**src/rtl/irq_pkg.sv**
```systemverilog
// rtl/irq_pkg.sv - shared types and constants for the interrupt scheduler
package irq_pkg;

    localparam int NVEC  = 8;
    localparam int VEC_W = 3;

    localparam logic [VEC_W-1:0] VEC_TIMER = 3'd1;
    localparam logic [VEC_W-1:0] VEC_KEYB  = 3'd2;
    localparam logic [VEC_W-1:0] VEC_SPI   = 3'd3;

    typedef enum logic {
        IDLE     = 1'b0,
        WAIT_EOI = 1'b1
    } irq_state_t;

endpackage

```
**src/rtl/irq_prio_enc.sv**
```systemverilog
// rtl/irq_prio_enc.sv - lowest-set-bit priority encoder with valid flag
module irq_prio_enc
    import irq_pkg::*;
(
    input  logic [NVEC-1:0]  i_req,
    output logic [VEC_W-1:0] o_idx,
    output logic             o_valid
);

    // Scan downward so the lowest-numbered request overwrites any higher one.
    always_comb begin
        o_idx   = '0;
        o_valid = |i_req;
        for (int i = NVEC - 1; i >= 0; i--) begin
            if (i_req[i]) begin
                o_idx = VEC_W'(i);
            end
        end
    end

endmodule

```
**src/rtl/irq_ctrl.sv**
```systemverilog
// rtl/irq_ctrl.sv - prioritised, EOI-gated interrupt dispatcher for the AVR core
module irq_ctrl
    import irq_pkg::*;
#(
    parameter int EOI_TIMEOUT = 0,
    parameter int TMR_W       = 16
)
(
    input  logic             clock,
    input  logic             reset_n,
    input  logic [NVEC-1:0]  irq_src,
    input  logic             mask_we,
    input  logic [NVEC-1:0]  mask_d,
    input  logic             eoi,
    input  logic [NVEC-1:0]  sw_set,
    output logic             intr,
    output logic [VEC_W-1:0] vect,
    output logic [NVEC-1:0]  pending,
    output logic [NVEC-1:0]  mask,
    output logic             in_service,
    output logic             eoi_lost
);

    localparam bit               WDOG_EN  = (EOI_TIMEOUT != 0);
    localparam logic [TMR_W-1:0] TMO_LAST = TMR_W'(EOI_TIMEOUT - 1);

    irq_state_t        r_state;
    logic [NVEC-1:0]   r_src;
    logic [NVEC-1:0]   r_pending;
    logic [NVEC-1:0]   r_mask;
    logic [TMR_W-1:0]  r_cnt;
    logic              r_intr;
    logic [VEC_W-1:0]  r_vect;
    logic              r_in_service;
    logic              r_eoi_lost;

    logic [NVEC-1:0]   w_raw;
    logic [NVEC-1:0]   w_live;
    logic [NVEC-1:0]   w_new_mask;
    logic [NVEC-1:0]   w_clr;
    logic [NVEC-1:0]   w_pending_nxt;
    logic [VEC_W-1:0]  w_win;
    logic              w_win_valid;
    logic              w_dispatch;
    logic              w_tmo;

    // Vector 0 is the reset vector and can never be requested.
    assign w_raw      = ((irq_src & ~r_src) | sw_set) & ~NVEC'(1);
    assign w_live     = r_pending & r_mask;
    assign w_new_mask = mask_we ? mask_d : r_mask;

    irq_prio_enc u_prio_enc (
        .i_req   (w_live),
        .o_idx   (w_win),
        .o_valid (w_win_valid)
    );

    assign w_dispatch = (r_state == IDLE) && w_win_valid;
    assign w_clr      = w_dispatch ? (NVEC'(1) << w_win) : '0;
    assign w_tmo      = WDOG_EN && (r_cnt == TMO_LAST);

    // New edges are OR-ed in last so a fresh request survives its own dispatch.
    always_comb begin
        w_pending_nxt = r_pending & ~w_clr;
        if (mask_we) begin
            w_pending_nxt = w_pending_nxt & mask_d;
        end
        w_pending_nxt = w_pending_nxt | (w_raw & w_new_mask);
    end

    always_ff @(posedge clock or negedge reset_n) begin
        if (!reset_n) begin
            r_state      <= IDLE;
            r_src        <= '0;
            r_pending    <= '0;
            r_mask       <= '0;
            r_cnt        <= '0;
            r_intr       <= 1'b0;
            r_vect       <= '0;
            r_in_service <= 1'b0;
            r_eoi_lost   <= 1'b0;
        end else begin
            r_src      <= irq_src;
            r_pending  <= w_pending_nxt;
            r_eoi_lost <= 1'b0;
            if (mask_we) begin
                r_mask <= mask_d;
            end
            case (r_state)
                IDLE: begin
                    if (w_dispatch) begin
                        r_state      <= WAIT_EOI;
                        r_vect       <= w_win;
                        r_intr       <= ~r_intr;
                        r_cnt        <= '0;
                        r_in_service <= 1'b1;
                    end
                end
                WAIT_EOI: begin
                    if (eoi) begin
                        r_state      <= IDLE;
                        r_in_service <= 1'b0;
                    end else if (w_tmo) begin
                        r_state      <= IDLE;
                        r_in_service <= 1'b0;
                        r_eoi_lost   <= 1'b1;
                    end else begin
                        r_cnt <= r_cnt + TMR_W'(1);
                    end
                end
                default: begin
                    r_state      <= IDLE;
                    r_in_service <= 1'b0;
                end
            endcase
        end
    end

    assign intr       = r_intr;
    assign vect       = r_vect;
    assign pending    = r_pending;
    assign mask       = r_mask;
    assign in_service = r_in_service;
    assign eoi_lost   = r_eoi_lost;

endmodule

```
**config.mk**
```make
export PLATFORM = sky130hd
export DESIGN_NAME = irq_ctrl
export DESIGN_NICKNAME = d
export VERILOG_FILES = /design/src/rtl/irq_pkg.sv /design/src/rtl/irq_prio_enc.sv /design/src/rtl/irq_ctrl.sv
export SDC_FILE = /design/constraint.sdc
export NUM_CORES = 1
export LEC_CHECK = 0
export ABC_CLOCK_PERIOD_IN_PS = 3350
export BUFFER_PORTS_ARGS = -buffer_cell sky130_fd_sc_hd__buf_2
export CORE_ASPECT_RATIO = 0.6
export CORE_MARGIN = 3
export CORE_UTILIZATION = 50
export DETAILED_ROUTE_END_ITERATION = 12
export GPL_TIMING_DRIVEN = 0
export MAX_ROUTING_LAYER = met4
export PLACE_DENSITY_LB_ADDON = 0.1
export SYNTH_ARGS = -nofsm -noshare
export SYNTH_HDL_FRONTEND = slang
export SYNTH_HIERARCHICAL = 1
export SYNTH_SLANG_ARGS = --single-unit
```
**constraint.sdc**
```tcl
create_clock -name clock -period 3.35 [get_ports clock]
set_clock_uncertainty 0.2 [all_clocks]
set_input_delay 0.1675 -clock clock [delete_from_list [all_inputs] [get_ports clock]]
set_output_delay 0.1675 -clock clock [all_outputs]
set_load 0.02 [all_outputs]
```
==> out/results.ini <==
[floorplanning]
boundaryPins = 50
die_w_um = 70.6
placementRows = 13
start_util_pct = 55.4
die_area_um2 = 3160
die_h_um = 44.8
coreArea_um2 = 2260

[worst_hold_path]
hold_path.class = primary input to flop
hold_depth = 2
whs_endpoint = mask[0]
hp-start = mask_we

[yosys]
synth_edf_count = 0
ys_types = 25
ys.flop_type = dfrtp_1
netlist_instances = 110
syn_area_um2 = 1250
async_reset_ff_share_pct = 100
yosys_register_bits = 29
syn-num-nets = 138
synth_warnings = 6
avgSynthCellArea_um2 = 11.4
yosysSeqAreaShare_pct = 57.9

[route]
drc = 0
routed_wl_mm = 3.50
ant_nets = 0
m1WireLength_mm = 1.41
drt_pass1_iterations = 4
wl_per_cell_um = 16.0
via_count = 1193
drt_iter0_drc = 62
vias_per_cell = 5.45
dr_wl_met2_mm = 1.70
met3_length_um = 311
dr.max_layer_used = met4

[timing]
holdWs_ns = 0.155
rsz0062_at_grt = false
worst_pin_slew_ns = 1.08
setup_slack_ns = 0.326
drv_slew = 0
finalSetupViolCount = 0
fin_setup_tns_ns = 0
slew_headroom_pct = 27.1
fin_crit_ns = 3.02
max_freq_mhz = 331
final_hold_viol_count = 0
min_period_over_period_pct = 90.3

[cts]
cts_setup_buffers = 0
cts_sinks = 29
clk_latency_ns = 0.27
htreeDepth = 2
cts_tree = yes
clk_path_buf_depth = 2
clk_pin_slew_worst_paths_ns = 0.06
cts_resized = 0
cts_buffers = 5
ctsHoldBuffers = 27
root_buffer = clkbuf_8

[critical_path]
startpoint = mask[6]
cp.arrival_ns = 2.98
start_kind = flop
endpoint_kind = flop
path_max_fanout = 6
r2r_cells = 8
critPathRequiredTime_ns = 3.30
reg2reg_slack_ns = 0.33
r2r_end = pending[7]
crit_type = flop to flop
r2r_start = mask[6]

[power_and_ir_drop]
cellPowerDensity_nw_per_um2 = 619
peakVddDrop_v = 0.000363
leakage_nw = 0.875

[run_status]
status = finished clean

[grt]
grt_pass1_vias = 1172
grt_pass1_wl_mm = 5.68
grt_max_degree = 30
grt-ovfl-total = 0
grt.total_usage_pct = 25.0
grt_antenna_before_repair = 0

[cells_and_area]
multi_input_area_um2 = 499
areaGrowthSynthToFinish_pct = 49.5
final_nets = 217
layout-drive-gt1-share_pct = 34.4
final_cells = 219
seqCellArea_um2 = 726
antenna_cells = 0
fillCellCount = 132

[placement]
gp_congestion = 0.800
dp_cells = 185
io_buffer_count = 45
dp_slack_ns = 1.04
dp_hpwl_mm = 2.26

[run]
cap_viol_max_count = 0

metal layers:
metal	vias up	global-route usage [%]
met2	68	41.6
met1	570	29.9
met5	-	-
met4	0	10.1
met3	12	6.44
li1	543	-
critical path, stage by stage, from the launching register on:
cell and delay (ns):
dfrtp_1 0.40, and2_1 0.21, inv_1 0.07, a21oi_1 0.06, o41ai_1 0.87, nand2_1 0.23, o221ai_1 0.25, nand2_1 0.06
dlygate4sd3_1 0.56
where the power goes:
part	internal, mW	switching [mW]	leakage (nW)
clock network	0.162	0.116	0.0443
logic	0.178	0.233	0.494
registers	0.421	0.0486	0.337
total	0.762	0.398	0.875
metrics by stage:
stage	utilization, %	instance area, um^2	power (mW)
after global placement	67.0	1520	0.829
after global routing	82.8	1870	1.22
final	82.8	1870	1.16
after CTS	82.8	1870	1.16
after floorplan	-	1250	0.713
after detailed placement	67.0	1520	0.846
layout by cell type, fill, tap and decap left out, drive strengths merged:
master,netlist,routed
a21oi,1,1
conb,1,1
nor3,2,2
xnor2,1,1
nand3,1,1
nor2,5,5
o41ai,1,1
a21boi,1,1
o21ai,12,12
nand2,9,9
nor4,1,1
o21bai,1,1
nor2b,8,8
nand2b,3,3
clkbuf,0,7
o221ai,6,6
and3b,1,1
o22ai,1,1
inv,4,4
dfrtp,29,29
mux2,10,10
and2,8,8
buf,2,47
or3b,1,1
dlygate4sd3,0,27
nand3b,1,1
how the worst max path moves through the flow:
stage / slack [ns] / cells past startpoint / end
2_1_floorplan: 1.27 / 6 / pending[3]
3_3_place_gp: 1.14 / 5 / pending[7]
3_5_place_dp: 1.04 / 7 / pending[3]
4_1_cts: 0.52 / 8 / pending[7]
5_1_grt: 0.20 / 8 / pending[7]
6_report: 0.33 / 8 / pending[7]
kinds of logic (layout without fill, tap and decap cells):
kind of cell              after synthesis  count (layout)  share of synthesized area (%)
DFF                                    29              29                           57.9
buffers and inverters                   6              85                           2.20
AOI/OAI and AO/OA                      23              23                           11.8
xor gates and xnor gates                1               1                          0.699
muxes                                  10              10                           8.99
other                                   1               1                          0.299
and+or+nand+nor                        40              40                           18.1
synthesized netlist by cell type, types with 2 or more instances:
| library cell | instances | area share [%] |
|---|---|---|
| nor2b_1 | 8 | 4.0 |
| nor3_1 | 2 | 0.80 |
| mux2_2 | 10 | 9.0 |
| and2_1 | 8 | 4.0 |
| nand2b_1 | 3 | 1.5 |
| nand2_1 | 9 | 2.7 |
| inv_1 | 4 | 1.2 |
| dfrtp_1 | 29 | 58 |
| nor2_1 | 5 | 1.5 |
| o221ai_1 | 6 | 4.2 |
| o21ai_0 | 12 | 4.8 |
area by class of cell:
class,count,area share [%]
inverter,4,0.802
tap,30,2.01
buffer,2,0.668
timing repair buffer,72,26.5
sequential,29,38.8
clock buffer,7,4.61
multi-input combinational,75,26.7
flip-flops by register name, summed over array words and instances (netlist names):
register,count
pending,8
r_src,7
intr,1
r_state,1
mask,8
in_service,1
vect,3
Power figures use the tool's default switching activity.
